[src/rtl/id_stage_pipe.sv]
// RV32I instruction-decode stage. The decode is captured into a main output register.
// A one-entry skid register lets in_ready be a registered signal and never drop an instruction.
module id_stage_pipe #(
  parameter int XLEN     = 32,
  parameter int PC_WIDTH = 32
) (
  input  logic                clk,
  input  logic                rst,
  input  logic                flush,
  input  logic                in_valid,
  output logic                in_ready,
  input  logic [31:0]         in_instr,
  input  logic [PC_WIDTH-1:0] in_pc,
  output logic                out_valid,
  input  logic                out_ready,
  output logic [PC_WIDTH-1:0] out_pc,
  output logic [XLEN-1:0]     out_imm,
  output logic [4:0]          out_rs1,
  output logic [4:0]          out_rs2,
  output logic [4:0]          out_rd,
  output logic [6:0]          out_opcode,
  output logic [2:0]          out_funct3,
  output logic [6:0]          out_funct7,
  output logic [2:0]          out_fmt,
  output logic                out_illegal
);

  localparam logic [2:0] FMT_R   = 3'd0;
  localparam logic [2:0] FMT_I   = 3'd1;
  localparam logic [2:0] FMT_S   = 3'd2;
  localparam logic [2:0] FMT_B   = 3'd3;
  localparam logic [2:0] FMT_U   = 3'd4;
  localparam logic [2:0] FMT_J   = 3'd5;
  localparam logic [2:0] FMT_ILL = 3'd7;

  typedef struct packed {
    logic [PC_WIDTH-1:0] pc;
    logic [XLEN-1:0]     imm;
    logic [4:0]          rs1;
    logic [4:0]          rs2;
    logic [4:0]          rd;
    logic [6:0]          opcode;
    logic [2:0]          funct3;
    logic [6:0]          funct7;
    logic [2:0]          fmt;
    logic                illegal;
  } dec_t;

  dec_t               dec;
  dec_t               main_q;
  dec_t               main_d;
  dec_t               skid_q;
  dec_t               skid_d;
  logic               main_valid_q;
  logic               main_valid_d;
  logic               skid_valid_q;
  logic               skid_valid_d;
  logic               in_ready_q;
  logic               accept;
  logic signed [31:0] imm32;

  // The immediate is built as a 32-bit signed value and then widened by a signed cast.
  // The widening copies instr[31] into bits XLEN-1:32 when XLEN=64.
  always_comb begin
    imm32       = '0;
    dec         = '0;
    dec.pc      = in_pc;
    dec.rs1     = in_instr[19:15];
    dec.rs2     = in_instr[24:20];
    dec.rd      = in_instr[11:7];
    dec.opcode  = in_instr[6:0];
    dec.funct3  = in_instr[14:12];
    dec.funct7  = in_instr[31:25];
    dec.fmt     = FMT_ILL;
    dec.illegal = 1'b1;
    case (in_instr[6:0])
      7'b0110111, 7'b0010111: begin
        dec.fmt = FMT_U;
        imm32   = {in_instr[31:12], 12'b0};
      end
      7'b1101111: begin
        dec.fmt = FMT_J;
        imm32   = {{12{in_instr[31]}}, in_instr[19:12], in_instr[20], in_instr[30:21], 1'b0};
      end
      7'b1100111, 7'b0000011, 7'b0010011, 7'b0001111, 7'b1110011: begin
        dec.fmt = FMT_I;
        imm32   = {{20{in_instr[31]}}, in_instr[31:20]};
      end
      7'b0100011: begin
        dec.fmt = FMT_S;
        imm32   = {{20{in_instr[31]}}, in_instr[31:25], in_instr[11:7]};
      end
      7'b1100011: begin
        dec.fmt = FMT_B;
        imm32   = {{19{in_instr[31]}}, in_instr[31], in_instr[7], in_instr[30:25],
                   in_instr[11:8], 1'b0};
      end
      7'b0110011: dec.fmt = FMT_R;
      default:    dec.fmt = FMT_ILL;
    endcase
    dec.illegal = (dec.fmt == FMT_ILL);
    dec.imm     = XLEN'(imm32);
  end

  assign accept = in_valid & in_ready_q;

  // The skid register is only loaded while in_ready is high, and in_ready is !skid_valid.
  // So an accept and a pending skid entry never compete for the main register.
  always_comb begin
    main_d       = main_q;
    skid_d       = skid_q;
    main_valid_d = main_valid_q;
    skid_valid_d = skid_valid_q;
    if (!main_valid_q || out_ready) begin
      if (skid_valid_q) begin
        main_d       = skid_q;
        main_valid_d = 1'b1;
        skid_valid_d = 1'b0;
      end else if (accept) begin
        main_d       = dec;
        main_valid_d = 1'b1;
      end else begin
        main_valid_d = 1'b0;
      end
    end else if (accept) begin
      skid_d       = dec;
      skid_valid_d = 1'b1;
    end
  end

  always_ff @(posedge clk) begin
    if (rst) begin
      main_q       <= '0;
      skid_q       <= '0;
      main_valid_q <= 1'b0;
      skid_valid_q <= 1'b0;
      in_ready_q   <= 1'b0;
    end else if (flush) begin
      main_valid_q <= 1'b0;
      skid_valid_q <= 1'b0;
      in_ready_q   <= 1'b1;
    end else begin
      main_q       <= main_d;
      skid_q       <= skid_d;
      main_valid_q <= main_valid_d;
      skid_valid_q <= skid_valid_d;
      in_ready_q   <= !skid_valid_d;
    end
  end

  assign in_ready    = in_ready_q;
  assign out_valid   = main_valid_q;
  assign out_pc      = main_q.pc;
  assign out_imm     = main_q.imm;
  assign out_rs1     = main_q.rs1;
  assign out_rs2     = main_q.rs2;
  assign out_rd      = main_q.rd;
  assign out_opcode  = main_q.opcode;
  assign out_funct3  = main_q.funct3;
  assign out_funct7  = main_q.funct7;
  assign out_fmt     = main_q.fmt;
  assign out_illegal = main_q.illegal;

endmodule
[config.mk]
export PLATFORM = sky130hd
export DESIGN_NAME = id_stage_pipe
export DESIGN_NICKNAME = d
export VERILOG_FILES = /design/src/rtl/id_stage_pipe.sv
export SDC_FILE = /design/constraint.sdc
export NUM_CORES = 1
export LEC_CHECK = 0
export ABC_CLOCK_PERIOD_IN_PS = 4650
export CAP_MARGIN = 20
export CORE_ASPECT_RATIO = 0.6
export CORE_MARGIN = 5
export CORE_UTILIZATION = 50
export DETAILED_ROUTE_END_ITERATION = 10
export PLACE_DENSITY = 0.78
export REMOVE_ABC_BUFFERS = 1
export SETUP_SLACK_MARGIN = 0.2
export SLEW_MARGIN = 20
export SYNTH_ARGS = -nofsm -noshare
export SYNTH_HDL_FRONTEND = slang
export SYNTH_SLANG_ARGS = --single-unit
export TNS_END_PERCENT = 50
[constraint.sdc]
create_clock -name clk -period 4.65 [get_ports clk]
set_clock_uncertainty 0.2 [all_clocks]
set_input_delay 0.93 -clock clk [delete_from_list [all_inputs] [get_ports clk]]
set_output_delay 0.93 -clock clk [all_outputs]
set_load 0.01 [all_outputs]
==> impl_metrics.ini, run 1 <==
[status]
run_status = completed

[floorplanning]
floorplan.initialDensity_pct = 51.6
die_width_um = 178
top_level_ports = 171
placeableCoreArea_um2 = 16400
fp.dieArea_um2 = 19700
vertical_extent_of_the_die_um = 111
row_count = 36

[setup_path]
endpoint_kind = register
slowest_delay_ns = 0.75
cp_slowest_cell = sky130_fd_sc_hd__clkdlybuf4s50_1
start_kind = primary input
worst-endpoint-required_ns = 4.77
timing_worst_setup_path_type = primary input to register
critical_path.cell_chain = clkdlybuf4s50_1 > nor2b_1 > o21bai_1 > a21oi_1 > nor2_1 > a211oi_1
critical-path-top-delay-family = simple AND/OR/NAND/NOR gates
worst_ep_arrival_time_ns = 3.30
cp_max_fo = 20
worst-path-buf-inv = 1

[timing]
maxSlewHeadroom_pct = 38.0
grt_setup_unrepaired = no
finalCritPeriodShare_pct = 68.5
layout_min_cycle_time_ns = 3.18
max_freq_ghz = 0.314
timing_max_transition_violations_final = 0
fin_worst_hold_slack_ns = 0.254
setup_viol = 0
worst_slew_pin_slew_ns = 0.922
final_hold_viol_count = 0

[cells_and_area]
num-nets-final = 1153
utilization_pct = 65.6
final_cell_mix = 202 x sky130_fd_sc_hd__dfxtp_1, 169 x sky130_fd_sc_hd__clkdlybuf4s50_1, 167 x sky130_fd_sc_hd__nand2_1
ratio_of_cells_with_drive_above_1_in_the_final_layout_pct = 4.92
final_common_cell = sky130_fd_sc_hd__dfxtp_1
layout_overhead_on_the_synthesized_area_pct = 27.1
antenna_cells = 0

[synth]
post_synth_inst_count = 974
synthesis.yosys.warnings = 0
synth_ff_type = sky130_fd_sc_hd__dfxtp_1
postSynthRegisterBits = 203
synth.avg_cell_area_um2 = 8.69
netlist_area_um2 = 8460
ys_seq_area_share_pct = 48.0
ys_types = 52
async_set_reset_flop_share_out_of_synthesis_pct = 0
synth_edf_count = 0

[flow_run]
timing.max_cap.violations = 0

[placed_design]
replace_congestion = 0.922
buffer_ports.inserted = 170
place.detailed.hpwl_um = 14100

[power]
power.density_nw_per_um2 = 343
static-leakage-power_nw = 3.39
peakVddDrop_v = 0.000261

[cts]
cts.root.buffer_cell = sky130_fd_sc_hd__clkbuf_16
post-cts-setup-buffer-count = 0
cts.repair.resized = 0
ctsHtreeMaxLevel = 1
path_clk_slew_ns = 0.06
cts_buffers = 19
tritoncts = done
cts_hold_buf = 0
clk-insertion-delay-late_ns = 0.49
tritoncts_num_sinks = 203
cts-root-to-sink-buffers = 3

[route]
detail_route_antenna_nets = 0
finalWirelength_um = 22300
routedWlPerCell_um = 16.8
avgViaCountPerCell = 5.54
detail_route.first_pass.iterations = 5
detail_route.drc_violations = 0
total_via_count_in_the_routed_design = 7347
detail_route.iter0.violations = 548

[grt]
global_route_wire_length_before_repair_um = 36200
global_route.usage.total_pct = 21.8
grt_antenna_before_repair = 0
grt_max_degree = 145
grt_pass1_vias = 6932
global_route.overflow_total = 0

[worst_hold_path]
worstHoldPathType = register to register
-- final timing paths --
kind,start,endpoint,slack (ns),cells past startpoint
max,in_instr[2],out_imm[28],1.47,6
min,skid_q[13],skid_q[13],0.25,2
max reg2reg,skid_valid_q,out_imm[28],1.93,3
min reg2reg,skid_q[13],skid_q[13],0.25,2
-- area by class of cell --
class	instances	area, um2
flip-flops and latches	203	4070
multi-input cells	678	3990
repair buffers	180	1800
clock buffers	30	577
fillers	1419	5640
inverters	2	7.51
well taps	228	285
clock inverters	4	26.3
-- registers in the layout, indices dropped and copies added, names as in the netlist --
signal        flops
skid_valid_q      1
out_illegal       1
out_opcode        7
out_rd            5
out_pc           32
out_fmt           3
out_funct3        3
out_imm          32
out_rs1           5
in_ready          1
skid_q          100
out_funct7        7
out_valid         1
out_rs2           5
-- power breakdown --
group          switching [mW]  internal, mW
combinational           0.191         0.181
sequential             0.0258          1.78
clock                   0.654         0.854
total                   0.870          2.82
-- kinds of logic after synthesis --
logic type / share of synthesized area (%)
AND/OR/NAND/NOR: 18.4
AO/OA/AOI/OAI: 21.0
flip-flops: 48.0
buffers and inverters: 4.90
multiplexers: 7.57
XOR/XNOR: 0.104
-- tightest hold or removal path, cell delays in order, from the launching register on --
cell and delay (ns):
sky130_fd_sc_hd__dfxtp_1 0.31, sky130_fd_sc_hd__nand2_1 0.05, sky130_fd_sc_hd__a21oi_1 0.05
-- synth_stat cells, types with 3 or more instances --
cell type | number | area (um2)
sky130_fd_sc_hd__and3_1 | 4 | 25.0
sky130_fd_sc_hd__buf_2 | 45 | 225
sky130_fd_sc_hd__nand2b_1 | 4 | 25.0
sky130_fd_sc_hd__o21ai_1 | 3 | 15.0
sky130_fd_sc_hd__mux2i_1 | 64 | 641
sky130_fd_sc_hd__nand3b_1 | 28 | 210
sky130_fd_sc_hd__o21ai_0 | 29 | 145
sky130_fd_sc_hd__nand2_1 | 167 | 627
sky130_fd_sc_hd__o22ai_1 | 3 | 18.8
sky130_fd_sc_hd__a21o_1 | 6 | 45.0
sky130_fd_sc_hd__a22o_1 | 6 | 52.6
sky130_fd_sc_hd__a32oi_1 | 5 | 43.8
sky130_fd_sc_hd__dfxtp_1 | 203 | 4060
sky130_fd_sc_hd__nor3_1 | 5 | 25.0
sky130_fd_sc_hd__a21oi_1 | 81 | 405
sky130_fd_sc_hd__a211oi_1 | 117 | 878
sky130_fd_sc_hd__nor2b_1 | 3 | 18.8
sky130_fd_sc_hd__nand3_1 | 10 | 50.1
sky130_fd_sc_hd__nor2_1 | 104 | 390
sky130_fd_sc_hd__or3_1 | 3 | 18.8
sky130_fd_sc_hd__clkbuf_1 | 41 | 154
-- metrics by stage --
stage          std cells  area [um2]  worst slack [ns]  power [mW]  setup TNS (ns)
3_3_place_gp        1291       10200              1.08        2.21               0
6_report            1325       10800              1.47        3.69               0
2_1_floorplan        883        8050             -2.89        1.99         -460.72
4_1_cts             1325       10800              1.52        3.72               0
5_1_grt             1325       10800              1.31        3.84               0
3_5_place_dp        1291       10200              1.01        2.22               0
-- metal layers --
metal / vias up / global-route usage [%] / share of wire (%) / wire length [um]
met4: 0 / 3.55 / 1.6 / 348
met5: - / 0 / 0 / 0
met3: 31 / 6.51 / 8.9 / 1980
li1: 3671 / - / - / -
met1: 3420 / 31.9 / 48 / 10600
met2: 225 / 32.2 / 42 / 9360
(Power assumes the default switching activity.)
==> run 2, diff against run 1 <==
--- a/config.mk
+++ b/config.mk
@@ -5,7 +5,7 @@
 export SDC_FILE = /design/constraint.sdc
 export NUM_CORES = 1
 export LEC_CHECK = 0
-export ABC_CLOCK_PERIOD_IN_PS = 4650
+export ABC_CLOCK_PERIOD_IN_PS = 3100
 export CAP_MARGIN = 20
 export CORE_ASPECT_RATIO = 0.6
 export CORE_MARGIN = 5
==> constraint.sdc (replaced) <==
create_clock -name clk -period 3.1 [get_ports clk]
set_clock_uncertainty 0.2 [all_clocks]
set_input_delay 0.62 -clock clk [delete_from_list [all_inputs] [get_ports clk]]
set_output_delay 0.62 -clock clk [all_outputs]
set_load 0.01 [all_outputs]
==> run 2 against run 1 <==
Critical path depth shrank 1. Critical endpoint is now out_imm[26]. Flip-flop and latch count stayed put. Sequential power grew 50%. Combinational power is 60% higher. Critical path type unchanged. Total power increased by 52%. Count of clock-buffer cells in the layout fell by 3.
==> impl_metrics.ini, run 2 (synthesis results as in run 1) <==
[cts]
clk-insertion-delay-late_ns = 0.48
tritoncts = done
cts.repair.resized = 0
ctsHtreeMaxLevel = 1
path_clk_slew_ns = 0.06
cts_buffers = 19
tritoncts_num_sinks = 203
post-cts-setup-buffer-count = 0
cts_hold_buf = 0
cts.root.buffer_cell = sky130_fd_sc_hd__clkbuf_16
cts-root-to-sink-buffers = 3

[grt]
grt_antenna_before_repair = 0
global_route.overflow_total = 0
grt_pass1_vias = 6857
global_route_wire_length_before_repair_um = 36700
global_route.usage.total_pct = 22.4
grt_max_degree = 87

[cells_and_area]
final-instance-count-excl-fill = 1352
final_common_cell = sky130_fd_sc_hd__dfxtp_1
antenna_cells = 0
ratio_of_cells_with_drive_above_1_in_the_final_layout_pct = 7.38
utilization_pct = 67.2
layout_overhead_on_the_synthesized_area_pct = 30.2
max_flop_register = skid_q
largest_register_ffs = 100
final_cell_mix = 202 x sky130_fd_sc_hd__dfxtp_1, 169 x sky130_fd_sc_hd__clkdlybuf4s50_1, 167 x sky130_fd_sc_hd__nand2_1
num-nets-final = 1181

[setup_path]
cp_slowest_cell = sky130_fd_sc_hd__nor2_1
timing_worst_setup_path_type = primary input to register
worst-endpoint-required_ns = 3.20
critical-path-top-delay-family = simple AND/OR/NAND/NOR gates
endpoint_kind = register
start_kind = primary input
cp_max_fo = 11
critical_path.cell_chain = clkdlybuf4s50_1 > nand2_1 > or4_1 > nor2_1 > a211oi_1
r2r_start = in_ready
worst-path-buf-inv = 1
worst_ep_arrival_time_ns = 2.80
worstSetupStartpoint = in_valid
slowest_delay_ns = 0.82

[route]
routedWlPerCell_um = 16.9
finalWirelength_um = 22900
route.met2.wl_um = 9260
detail_route_antenna_nets = 0
routedLengthMet1_um = 11200
detail_route.iter0.violations = 650
detail_route.first_pass.iterations = 6
met3_wirelength_um = 2140
avgViaCountPerCell = 5.50
top_signal_layer_used = met4
detail_route.drc_violations = 0
total_via_count_in_the_routed_design = 7440

[power]
power.density_nw_per_um2 = 510
peakVddDrop_v = 0.000278
switching_share_pct = 23.5
p_clk_share_pct = 41.2
total_switching_power_mw = 1.32
static-leakage-power_nw = 3.55
internal_power_mw = 4.30
power.combinational.fraction_pct = 10.6
p_seq_share_pct = 48.2

[timing]
maxSlewHeadroom_pct = 29.6
worst_slew_pin_slew_ns = 1.05
finalCritPeriodShare_pct = 86.9
timing_max_transition_violations_final = 0
layout_min_cycle_time_ns = 2.69
final_hold_viol_count = 0
grt_setup_unrepaired = no
setup_viol = 0
max_freq_ghz = 0.371

[worst_hold_path]
worstHoldPathType = register to register
min-delay-start = skid_q[86]

[status]
run_status = completed

[floorplanning]
vertical_extent_of_the_die_um = 111
row_count = 36
die_width_um = 178
top_level_ports = 171
placeableCoreArea_um2 = 16400
floorplan.initialDensity_pct = 51.6
fp.dieArea_um2 = 19700

[placed_design]
place.detailed.hpwl_um = 15300
dp_cells = 1319
buffer_ports.inserted = 170
replace_congestion = 0.885

[flow_run]
timing.max_cap.violations = 0
[run 2: cell count changes in the layout (fill, tap and decap cells not counted), sizes merged]
cell / previous run / this run
buf: 11 / 39
bufinv: 0 / 1
clkbuf: 30 / 27
clkinv: 2 / 4
inv: 3 / 2
[run 2: cell type report]
class / count / area (um2)
Tap cell: 228 / 285
Inverter: 2 / 7.51
Multi-Input combinational cell: 678 / 3990
Clock inverter: 6 / 61.3
Timing Repair Buffer: 208 / 2050
Fill cell: 1371 / 5380
Clock buffer: 27 / 556
Sequential cell: 203 / 4070
[run 2: tightest hold or removal path, stage by stage (launching register included)]
cell and delay (ns):
sky130_fd_sc_hd__dfxtp_1 0.31, sky130_fd_sc_hd__nand2_1 0.05, sky130_fd_sc_hd__a21oi_1 0.05
[run 2: stage by stage]
step	area, um2	setup slack [ns]	power [mW]	hold slack (ns)	setup TNS [ns]
6_report	11000	0.406	5.62	0.253	0
5_1_grt	11000	0.249	5.83	0.273	0
2_1_floorplan	8050	-4.14	2.98	0.226	-740.39
3_5_place_dp	10400	-0.0501	3.36	0.246	-0.392
3_3_place_gp	10400	-0.0124	3.36	0.241	-0.0520
4_1_cts	11000	0.451	5.66	0.255	0
[run 2: power groups by stage]
stage	registers [mW]	logic, mW	clock network (mW)
after detailed placement	2.77	0.591	0
final	2.71	0.595	2.32
after CTS	2.71	0.595	2.35
after global placement	2.77	0.589	0
after global routing	2.72	0.642	2.47
after floorplan	2.80	0.185	0
[run 2: layer usage]
metal  track usage (%)  vias up
met5                 0        -
met4              3.04        0
met2              31.7      249
met1              34.1     3442
li1                  -     3727
met3              6.85       22
[run 2: path summary, 6_finish.rpt]
kind              slack (ns)  cells after the start          end
hold / removal          0.25                      2   skid_q[86]
setup reg to reg        0.66                      4  out_imm[26]
hold reg to reg         0.25                      2   skid_q[86]
setup / recovery        0.41                      5  out_imm[26]
==> run 3, diff against run 2 <==
--- a/config.mk
+++ b/config.mk
@@ -18,4 +18,3 @@
 export SYNTH_ARGS = -nofsm -noshare
 export SYNTH_HDL_FRONTEND = slang
 export SYNTH_SLANG_ARGS = --single-unit
-export TNS_END_PERCENT = 50
==> results of run 3 <==
Same layout as run 2: the final DEF is identical, and so are final timing and power.
